===== src/rtl/new_mem_if.sv =====
// new_mem_if: enable/address/data bus between a requester and the new_mem scratch store
interface new_mem_if #(
  parameter int DATA_WIDTH = 32,
  parameter int ADDR_WIDTH = 4
);
  logic                  enable;
  logic [ADDR_WIDTH-1:0] addr;
  logic [DATA_WIDTH-1:0] Data_in;
  logic [DATA_WIDTH-1:0] Data_out;
  modport master (output enable, output addr, output Data_in, input Data_out);
  modport slave  (input enable, input addr, input Data_in, output Data_out);
endinterface


===== src/rtl/new_mem.sv =====
// new_mem: 16x32 single-port register file, enable=1 writes, enable=0 reads with a registered output
module new_mem #(
  parameter int DATA_WIDTH = 32,
  parameter int ADDR_WIDTH = 4
) (
  input logic        clk,
  input logic        rst,
  new_mem_if.slave   bus
);
  localparam int DEPTH = 2 ** ADDR_WIDTH;
  logic [DATA_WIDTH-1:0] mem_q [DEPTH];
  logic [DATA_WIDTH-1:0] mem_d [DEPTH];
  logic [DATA_WIDTH-1:0] data_out_q, data_out_d;
  always_comb begin
    mem_d = mem_q;
    if (bus.enable) mem_d[bus.addr] = bus.Data_in;
    // write cycles hold the last read value; no write-through
    data_out_d = bus.enable ? data_out_q : mem_q[bus.addr];
  end
  always_ff @(posedge clk) begin
    if (rst) begin
      mem_q      <= '{default: '0};
      data_out_q <= '0;
    end else begin
      mem_q      <= mem_d;
      data_out_q <= data_out_d;
    end
  end
  assign bus.Data_out = data_out_q;
endmodule


===== src/flat_wrapper.sv =====
// flat-port wrapper written by rule: the top's interface ports become plain ports
module new_mem_flat 
#(
  parameter int DATA_WIDTH = 32,
  parameter int ADDR_WIDTH = 4
)
  (clk, rst, bus_enable, bus_addr, bus_Data_in, bus_Data_out);
  new_mem_if #(.DATA_WIDTH(DATA_WIDTH), .ADDR_WIDTH(ADDR_WIDTH)) bus_i ();
  input logic clk;
  input logic rst;
  input wire logic [$bits(bus_i.enable)-1:0] bus_enable;
  input wire logic [$bits(bus_i.addr)-1:0] bus_addr;
  input wire logic [$bits(bus_i.Data_in)-1:0] bus_Data_in;
  output wire logic [$bits(bus_i.Data_out)-1:0] bus_Data_out;
  assign bus_i.enable = bus_enable;
  assign bus_i.addr = bus_addr;
  assign bus_i.Data_in = bus_Data_in;
  assign bus_Data_out = bus_i.Data_out;
  new_mem #(.DATA_WIDTH(DATA_WIDTH), .ADDR_WIDTH(ADDR_WIDTH)) u_core (.clk(clk), .rst(rst), .bus(bus_i));
endmodule

===== config.mk =====
export PLATFORM = sky130hd
export DESIGN_NAME = new_mem_flat
export DESIGN_NICKNAME = d
export VERILOG_FILES = /design/src/rtl/new_mem_if.sv /design/src/rtl/new_mem.sv /design/src/flat_wrapper.sv
export SDC_FILE = /design/constraint.sdc
export NUM_CORES = 1
export LEC_CHECK = 0
export ABC_AREA = 1
export CAP_MARGIN = 15
export CORE_UTILIZATION = 28
export DETAILED_ROUTE_END_ITERATION = 8
export REMOVE_ABC_BUFFERS = 1
export SYNTH_ARGS = -nofsm -noshare
export SYNTH_HDL_FRONTEND = slang
export SYNTH_SLANG_ARGS = --single-unit

===== constraint.sdc =====
create_clock -name clk -period 1.5 [get_ports clk]
set_input_delay 0.3 -clock clk [delete_from_list [all_inputs] [get_ports clk]]
set_output_delay 0.3 -clock clk [all_outputs]
set_load 0.01 [all_outputs]

==> Yosys cells after proc, flatten, opt, wreduce, memory -nomap -nowiden <==
Index checks and enable logic that the tools add are counted.
{ "totals": {"ff_bits": 544, "in_bits": 39, "elab_cells": 27} }
{ "op_classes": {"magnitude_cmp": 2, "n_mux": 6, "bitwise_logic": 1, "reduce_logical": 1} }
{ "op_table": {"columns": ["op", "count"], "rows": [
  ["bitwise mux 512 bit", 1],
  ["binary-select mux 32 bit (select 4 bit)", 1],
  ["demux 32 bit (select 4 bit)", 1],
  ["2-to-1 mux 32 bit", 3],
  ["greater-or-equal comparator 5 bit (second input constant)", 1],
  ["< comparator 5 x 1 -> 1 bit (second input constant)", 1],
  ["NOT 4 -> 5 bit", 1],
  ["logical AND 1 bit", 1]
]} }

==> Depth between registers and ports, before layout <==
Gate-level depths: netlist of run 1.
{ "logic_depth": {"depth_word": 6, "ltp_mapped": 12, "ltp_nobuf": 9} }

==> Worst setup path after synthesis of run 1 <==
OpenSTA, ideal clock, no wires.
{ "synth_path": {"kind": "input to register", "startpoint": "input bus_addr[1]", "endpoint": "register u_core.mem_q[373] (netlist name)", "setup_time_ps": 116, "t_arrival_ps": 1358, "required_ps": 1384, "slack_ps": 26, "cell_stages": 11, "n_path_buf": 3, "cell_sequence": "buf_6 inv_4 nand2_4 inv_2 nand2_1 inv_2 nand2_1 buf_2 buf_2 o21ai_0 nor2_1"} }
{ "synth_between": {"elab_chain_cells": 6, "word_cells_on_any_way": 7, "cone_classes": "order compare (2); mux (3); bitwise (1); reduce/logical (1)"} }
{ "synth_rtl": {"columns": ["item", "line", "rtl"], "rows": [
  ["from (decl)", "flat_wrapper.sv:12", "input wire logic [$bits(bus_i.addr)-1:0] bus_addr;"],
  ["NOT 4 -> 5 bit (not written as such) (*)", "new_mem.sv:16", "if (bus.enable) mem_d[bus.addr] = bus.Data_in;"],
  ["greater-or-equal comparator 5 bit (not written as such) / < comparator 5 x 1 -> 1 bit (equally long branches)", "new_mem.sv:16", null],
  ["logical AND 1 bit (not written as such)", "new_mem.sv:16", null],
  ["2-to-1 mux 32 bit (not written as such)", "new_mem.sv:16", null],
  ["demux 32 bit (select 4 bit) (*)", "new_mem.sv:16", null],
  ["bitwise mux 512 bit (*)", "new_mem.sv:16", null],
  ["to (signal assigned)", "new_mem.sv:25", "mem_q <= mem_d;"],
  ["to (decl)", "new_mem.sv:11", "logic [DATA_WIDTH-1:0] mem_q [DEPTH];"]
]} }
Mark *: on every way between the ends. The rest lies on a longest branch, timed or not.
A chain may end at the register's enable or synchronous reset.

==> Final worst setup path of run 1 <==
{ "layout_path": {"startpoint": "input bus_addr[2]", "endpoint": "register u_core.mem_q[211] (netlist name)"} }
Same word-level chain as after synthesis.

==> impl_metrics.json, run 1 <==
{
  "grt_max_degree": 111,
  "fin_skew_ns": 0.0266,
  "r2r_slack_ns": 0.39,
  "cts_tree": "built",
  "synth_top_cell_area_share": 0.449,
  "post-route-min-period_ns": 1.45,
  "reg2reg_to": "u_core.bus.Data_out[29]",
  "cp.required_ns": 2.06,
  "clkLatencyLatePin_ns": 0.64,
  "p_total_mw": 33.2,
  "crit_start": "bus_addr[2]",
  "drv_cap": 0,
  "p_sw_frac": 0.249,
  "via_count": 23400,
  "drt_first_pass_iters": 5,
  "worstPathArrival_ns": 2.01,
  "yosysTopAreaCell": "dfxtp_1",
  "num_rows": 107,
  "synth_cell_types": 20,
  "viasPerCell": 4.66,
  "rsz0062_at_grt": "false",
  "reg2regPathDepth": 8,
  "io_pins": 71,
  "setup_viol": 0,
  "p_leak_nw": 12.2,
  "slew_headroom": 0.550,
  "drv_slew": 0,
  "yosysWarningCount": 0,
  "p_seq_frac": 0.450,
  "grt_pass1_vias": 21600,
  "wl_per_cell_um": 16.1,
  "gp_congestion": 0.840,
  "place_hpwl_mm": 50.4,
  "critPathKind": "in2reg",
  "start_kind": "input pin",
  "power_switching_mw": 8.26,
  "ys_seq_area_frac": 0.449,
  "final_common_cell": "nand2_1",
  "cts_buffers": 59,
  "port_buffers": 70,
  "cts_max_path_buffers": 3,
  "p_comb_frac": 0.091,
  "core_mm2": 0.0855,
  "cts_root_buf": "clkbuf_16",
  "fp.dieH_um": 296,
  "ir_drop_mv": 0.902,
  "wl_mm": 80.8,
  "drtIter0Drc": 2105,
  "tns_ns": 0,
  "timing_hold_violations_final": 0,
  "synth_area_per_cell_um2": 6.41,
  "drc_errors": 0,
  "whs_endpoint": "u_core.mem_q[435]",
  "initial_core_util": 0.284,
  "dieWidth_um": 296,
  "antenna_found_initial": 1,
  "tightest_slew_ns": 0.675,
  "syn_area_mm2": 0.0243,
  "ys_ff_latch": 544,
  "crit_path_end_kind": "flip-flop",
  "cts.clk_slew.worst_paths_ns": 0.06,
  "clkSinkCount": 544,
  "min_period_over_period": 0.965,
  "synthCells": 3784,
  "powerDensity_mw_per_mm2": 1110,
  "fmax_mhz": 691,
  "layout-area-overhead-vs-synth_pct": 22.8,
  "synth_area_leaders": "dfxtp_1 45%, nand2_1 18%, nor2_1 14%, o21ai_0 11%, clkbuf_1 2.7%",
  "mostFrequentLayoutCells": "1,167 x nand2_1, 888 x nor2_1, 556 x o21ai_0",
  "path_max_fanout": 7,
  "die_area_mm2": 0.0878,
  "min_path_cells": 4,
  "hold_path_class": "in2reg",
  "instances_no_fill": 5017,
  "layout-drive-gt1-share": 0.0994,
  "dp.cells": 4906,
  "outcome": "finished clean",
  "worst_r2r_startpoint": "u_core.mem_q[349]",
  "post-route-util": 0.348,
  "clkPwrFrac": 0.459,
  "min-delay-start": "rst",
  "grt_usage": 0.183,
  "grt_overflow": 0,
  "finalNetCount": 3864,
  "detail-route-antenna-nets": 0,
  "grt_pass1_wl_mm": 126,
  "power.internal_mw": 24.9,
  "h-tree-depth": 2
}
state kept, by name, summed over array words and instances (netlist names):
register,cells
u_core.mem_q,512
u_core.bus.Data_out,32
worst max-delay path by stage:
| stage | endpoint | slack (ns) |
|---|---|---|
| after floorplan | u_core.mem_q[130] | -5.01 |
| final | u_core.mem_q[211] | 0.05 |
| after global placement | u_core.mem_q[372] | -0.66 |
| after global routing | u_core.mem_q[354] | 0.0004 |
| after CTS | bus_Data_out[9] | 0.0007 |
| after detailed placement | u_core.mem_q[302] | -0.67 |
kinds of logic after synthesis:
| kind of cell | share of synthesized area |
|---|---|
| AO/OA/AOI/OAI | 0.143 |
| AND/OR/NAND/NOR | 0.337 |
| flip-flops | 0.449 |
| buffers and inverters | 0.0705 |
Yosys cell counts:
cell type and count:
o21ai_1 14, o21ai_0 556, inv_1 95, buf_1 13
nand3_1 70, inv_4 1, nand2_2 1, nand2_1 1171
nor2_2 2, buf_4 16, dfxtp_1 544, nor2_1 889
buf_2 87, clkbuf_1 174, nand2_4 4, clkinv_1 5
a21oi_1 124, buf_6 2, inv_2 13, nor2_4 3
through the flow:
stage / setup WS [ns] / instance area [um^2] / hold slack, ns
final: 0.0519 / 29800 / 0.0744
after global routing: 0.000411 / 29800 / 0.0641
after CTS: 0.000666 / 29800 / 0.0345
after detailed placement: -0.666 / 27900 / 0.436
after global placement: -0.662 / 27900 / 0.431
after floorplan: -5.01 / 23000 / 0.369
routing by layer:
layer / up-vias / GRT usage / wire [um]
met1: 10800 / 0.251 / 37400
met5: - / 0 / 13
li1: 11900 / - / -
met4: 2 / 0.0559 / 2090
met3: 123 / 0.0254 / 4840
met2: 590 / 0.295 / 36500
power by group through the flow:
stage / Combinational (mW) / Sequential, mW / Clock (mW)
4_1_cts: 3.00 / 15.0 / 15.5
2_1_floorplan: 1.36 / 15.2 / 0
5_1_grt: 3.31 / 15.0 / 16.1
3_5_place_dp: 3.03 / 15.3 / 0
6_report: 3.01 / 15.0 / 15.2
3_3_place_gp: 3.01 / 15.3 / 0
layout make-up:
cell class	count	area, um^2
inverters	114	449
repair buffers	272	3270
flip-flops and latches	544	10900
clock buffers	90	1750
diodes	1	2.50
multi-input cells	2834	11700
fillers	9192	55800
clock inverters	18	262
well taps	1144	1430
worst max-delay path: stages:
cell	delay [ns]
clkdlybuf4s50_1	0.44
buf_12	0.16
nor2_4	0.21
buf_4	0.16
nand2_1	0.09
inv_1	0.21
buf_4	0.25
nor2_1	0.07
nor2_1	0.10
repair_timing:
action,CTS,global route
buffers inserted,2,0
gates resized for setup,151,7
setup endpoints to repair,34,191
pin swaps,1,2
hold buffers,0,0
Power figures use the tool's default switching activity.
==> run 2: changes to the inputs <==
--- a/config.mk
+++ b/config.mk
@@ -7,7 +7,9 @@
 export LEC_CHECK = 0
 export ABC_AREA = 1
 export CAP_MARGIN = 15
+export CORE_ASPECT_RATIO = 1.2
 export CORE_UTILIZATION = 28
+export CTS_CLUSTER_SIZE = 8
 export DETAILED_ROUTE_END_ITERATION = 8
 export REMOVE_ABC_BUFFERS = 1
 export SYNTH_ARGS = -nofsm -noshare
==> impl_metrics.json, run 2 (synthesized netlist as in run 1, its figures left out) <==
{
  "hold_path_class": "in2reg",
  "hold_buffers": 0,
  "layout-drive-gt1-share": 0.0982,
  "mostFrequentLayoutCells": "1,167 x nand2_1, 888 x nor2_1, 556 x o21ai_0",
  "wl_per_cell_um": 16.4,
  "drv_slew": 0,
  "crit_path_cell_trace": "clkdlybuf4s15_1",
  "cp.required_ns": 1.20,
  "detail-route-antenna-nets": 0,
  "crit_path_end_kind": "output pin",
  "worst-path-buf-inv": 1,
  "fin_skew_ns": 0.0243,
  "cts_root_buf": "clkbuf_16",
  "finalNetCount": 3895,
  "viasPerCell": 4.70,
  "worst-path-stages": 1,
  "worstPathArrival_ns": 1.16,
  "cts_tree": "built",
  "reg2regPathDepth": 8,
  "worst_r2r_startpoint": "u_core.mem_q[350]",
  "cts_buffers": 77,
  "regMostFlops": "u_core.mem_q",
  "drc_errors": 0,
  "dieWidth_um": 271,
  "min_path_cells": 4,
  "start_kind": "flip-flop",
  "drv_cap": 0,
  "largest_register_ffs": 512,
  "port_buffers": 70,
  "layout-area-overhead-vs-synth_pct": 24.0,
  "drt_first_pass_iters": 5,
  "fin_ws_ns": 0.0362,
  "clkSinkCount": 544,
  "p_leak_nw": 12.4,
  "die_area_mm2": 0.0878,
  "final_common_cell": "nand2_1",
  "via_count": 23400,
  "gp_congestion": 0.821,
  "min-delay-start": "rst",
  "place_ws_ns": -0.746,
  "antenna_found_initial": 0,
  "initial_core_util": 0.284,
  "place_hpwl_mm": 52.3,
  "num_rows": 117,
  "clkLatencyLatePin_ns": 0.62,
  "outcome": "finished clean",
  "min_period_over_period": 0.976,
  "fp.dieH_um": 324,
  "grt_usage": 0.184,
  "cts_max_path_buffers": 3,
  "slowest_delay_ns": 0.33,
  "post-route-min-period_ns": 1.46,
  "path_max_fanout": 2,
  "critPathTopFamily": "flip-flops",
  "fmax_mhz": 683,
  "setup_viol": 0,
  "ir_drop_mv": 0.743,
  "whs_endpoint": "u_core.mem_q[193]",
  "drtIter0Drc": 1746,
  "powerDensity_mw_per_mm2": 1120,
  "slew_headroom": 0.616,
  "wl_mm": 81.9,
  "grt_overflow": 0,
  "critPathKind": "reg2out",
  "crit_path_top_delay_cell": "dfxtp_1",
  "tightest_slew_ns": 0.575,
  "io_pins": 71,
  "cts.clk_slew.worst_paths_ns": 0.05,
  "timing_hold_violations_final": 0,
  "rsz0062_at_grt": "false",
  "reg2reg_to": "u_core.bus.Data_out[30]",
  "h-tree-depth": 3,
  "whs_ns": 0.0694,
  "grt_pass1_wl_mm": 128,
  "r2r_slack_ns": 0.41,
  "core_mm2": 0.0853,
  "grt_pass1_vias": 22200,
  "grt_max_degree": 59
}
run 2: worst max path at each step:
stage,slack (ns),startpoint,endpoint
after floorplan,-5.01,rst,u_core.mem_q[130]
after global placement,-0.73,bus_addr[2],u_core.mem_q[85]
after detailed placement,-0.75,bus_addr[2],u_core.mem_q[79]
after CTS,0.0005,u_core.bus.Data_out[30],bus_Data_out[30]
after global routing,0.008,u_core.bus.Data_out[17],bus_Data_out[17]
final,0.04,u_core.bus.Data_out[2],bus_Data_out[2]
run 2: metrics by stage:
step / cell area [um^2] / setup TNS (ns) / total power [mW] / instances / util
floorplan: 23000 / -2589.62 / 16.6 / 3492 / -
CTS: 30000 / 0 / 33.8 / 4990 / 0.352
global route: 30100 / 0 / 34.7 / 4990 / 0.352
global placement: 28100 / -275.70 / 18.4 / 4907 / 0.329
finish: 30100 / 0 / 33.6 / 4992 / 0.352
detailed placement: 28100 / -283.50 / 18.4 / 4907 / 0.329
run 2: area by class of cell:
type                            count  area, um^2
Timing Repair Buffer              285        3590
Fill cell                        9114       55300
Multi-Input combinational cell   2834       11700
Antenna cell                        2        5.00
Inverter                          114         444
Sequential cell                   544       10900
Clock inverter                      4        50.0
Tap cell                         1130        1410
Clock buffer                       79        1980
run 2: report_power, final:
| part | switching (mW) | internal, mW |
|---|---|---|
| Sequential | 0.161 | 14.8 |
| Combinational | 1.95 | 1.16 |
| Clock | 6.25 | 9.23 |
| Total | 8.36 | 25.2 |
run 2: routing by layer:
metal | vias up | routed length, um | track usage
met1 | 10800 | 35700 | 0.233
met2 | 590 | 40000 | 0.319
li1 | 11900 | - | -
met4 | 0 | 2170 | 0.0710
met3 | 122 | 3950 | 0.0204
met5 | - | 0 | 0
run 2: repair_timing:
action                                  4_1_cts  5_1_grt
setup buffers                                 0        0
pin swaps                                     0        0
gates resized for setup                     133        7
cloned                                        0        0
endpoints found under the setup margin       77      131
==> run 3: changes to the inputs <==
--- a/config.mk
+++ b/config.mk
@@ -12,6 +12,7 @@
 export CTS_CLUSTER_SIZE = 8
 export DETAILED_ROUTE_END_ITERATION = 8
 export REMOVE_ABC_BUFFERS = 1
+export SKIP_CTS_REPAIR_TIMING = 1
 export SYNTH_ARGS = -nofsm -noshare
 export SYNTH_HDL_FRONTEND = slang
 export SYNTH_SLANG_ARGS = --single-unit
==> impl_metrics.json, run 3 (synthesized netlist as in run 1, its figures left out) <==
{
  "outcome": "finished clean",
  "via_count": 23400,
  "path_max_fanout": 2,
  "wl_mm": 81.9,
  "post-route-util": 0.354,
  "io_pins": 71,
  "slew_headroom": 0.619,
  "worstPathArrival_ns": 1.16,
  "clkSinkCount": 544,
  "initial_core_util": 0.284,
  "dp.cells": 4907,
  "drc_errors": 0,
  "nFillCells": 9102,
  "tns_ns": 0,
  "min_period_over_period": 0.973,
  "grt_usage": 0.184,
  "critPathTopFamily": "flip-flops",
  "start_kind": "flip-flop",
  "crit_path_top_delay_cell": "dfxtp_1",
  "cts_buffers": 77,
  "grt_overflow": 0,
  "setup_viol": 0,
  "p_leak_nw": 12.8,
  "clkLatencyLatePin_ns": 0.62,
  "drtIter0Drc": 1770,
  "h-tree-depth": 3,
  "post-route-min-period_ns": 1.46,
  "detail-route-antenna-nets": 0,
  "rsz0062_at_grt": "false",
  "grt_pass1_vias": 22200,
  "viasPerCell": 4.69,
  "crit_path_cell_trace": "clkbuf_2",
  "finalNetCount": 3895,
  "core_mm2": 0.0853,
  "drv_cap": 0,
  "powerDensity_mw_per_mm2": 1110,
  "fin_skew_ns": 0.0246,
  "die_area_mm2": 0.0878,
  "p_total_mw": 33.6,
  "place_hpwl_mm": 52.3,
  "grt_pass1_wl_mm": 128,
  "cts_tree": "built",
  "fmax_mhz": 685,
  "fin_ws_ns": 0.0398,
  "layout-area-overhead-vs-synth_pct": 24.5,
  "num_rows": 117,
  "wl_per_cell_um": 16.4,
  "cts.clk_slew.worst_paths_ns": 0.05,
  "slowest_delay_ns": 0.38,
  "regArea_mm2": 0.0109,
  "hold_path_class": "in2reg",
  "grt_max_degree": 59,
  "ir_drop_mv": 0.744,
  "drt_first_pass_iters": 5,
  "tightest_slew_ns": 0.571,
  "cp.required_ns": 1.20,
  "final_common_cell": "nand2_1",
  "layout-drive-gt1-share": 0.0876,
  "worst-path-buf-inv": 1,
  "dieWidth_um": 271,
  "timing_hold_violations_final": 0,
  "multiInputGateArea_mm2": 0.0117,
  "cts_max_path_buffers": 3,
  "crit_path_end_kind": "output pin",
  "mostFrequentLayoutCells": "1,167 x nand2_1, 888 x nor2_1, 556 x o21ai_0",
  "antenna_found_initial": 0,
  "fp.dieH_um": 324,
  "critPathKind": "reg2out",
  "cts_root_buf": "clkbuf_16",
  "gp_congestion": 0.821,
  "place_ws_ns": -0.746,
  "instances_no_fill": 4991,
  "regMostFlops": "u_core.mem_q",
  "drv_slew": 0,
  "largest_register_ffs": 512,
  "port_buffers": 70
}
==> run 3: cell types whose count changed in the layout (fill, tap and decap cells not counted), sizes merged <==
cell,change
dlymetal6s2s,+30
buf,-21
clkdlybuf4s15,-11
clkbuf,+2
clkinv,-1
diode,-1
inv,+1
==> run 3: worst min-delay path, cell delays in order <==
cell and delay, ns:
buf_2 0.14, inv_8 0.08, o21ai_0 0.08, nor2_1 0.04
==> run 3: metrics by stage <==
step	hold WS [ns]	area, um^2
final	0.0668	30200
after global routing	0.0754	30200
after CTS	0.0423	30100
after detailed placement	0.437	28100
after global placement	0.431	28100
after floorplan	0.369	23000
==> run 3: area by class of cell <==
class,count,area share
Tap cell,1130,0.0468
Multi-Input combinational cell,2834,0.387
Sequential cell,544,0.361
Inverter,114,0.0147
Antenna cell,1,0.0000828
Clock buffer,79,0.0654
Clock inverter,4,0.00166
Timing Repair Buffer,285,0.124
==> run 3: routing by layer <==
layer,part of all wire,up-vias,global-route usage
li1,-,11900,-
met1,0.44,10800,0.232
met2,0.49,577,0.320
met3,0.046,124,0.0205
met4,0.028,0,0.0710
met5,0,-,0
==> run 3: final timing paths <==
kind	slack (ns)	depth (start not counted)	end	start
setup / recovery	0.04	1	bus_Data_out[20]	u_core.bus.Data_out[20]
hold / removal	0.07	4	u_core.mem_q[193]	rst
setup reg to reg	0.43	8	u_core.bus.Data_out[30]	u_core.mem_q[350]
hold reg to reg	0.44	2	u_core.mem_q[377]	u_core.mem_q[377]
==> run 3: report_power, final <==
group          switching (mW)  internal, mW
logic                    1.95          1.19
registers               0.160          14.8
clock network            6.26          9.22
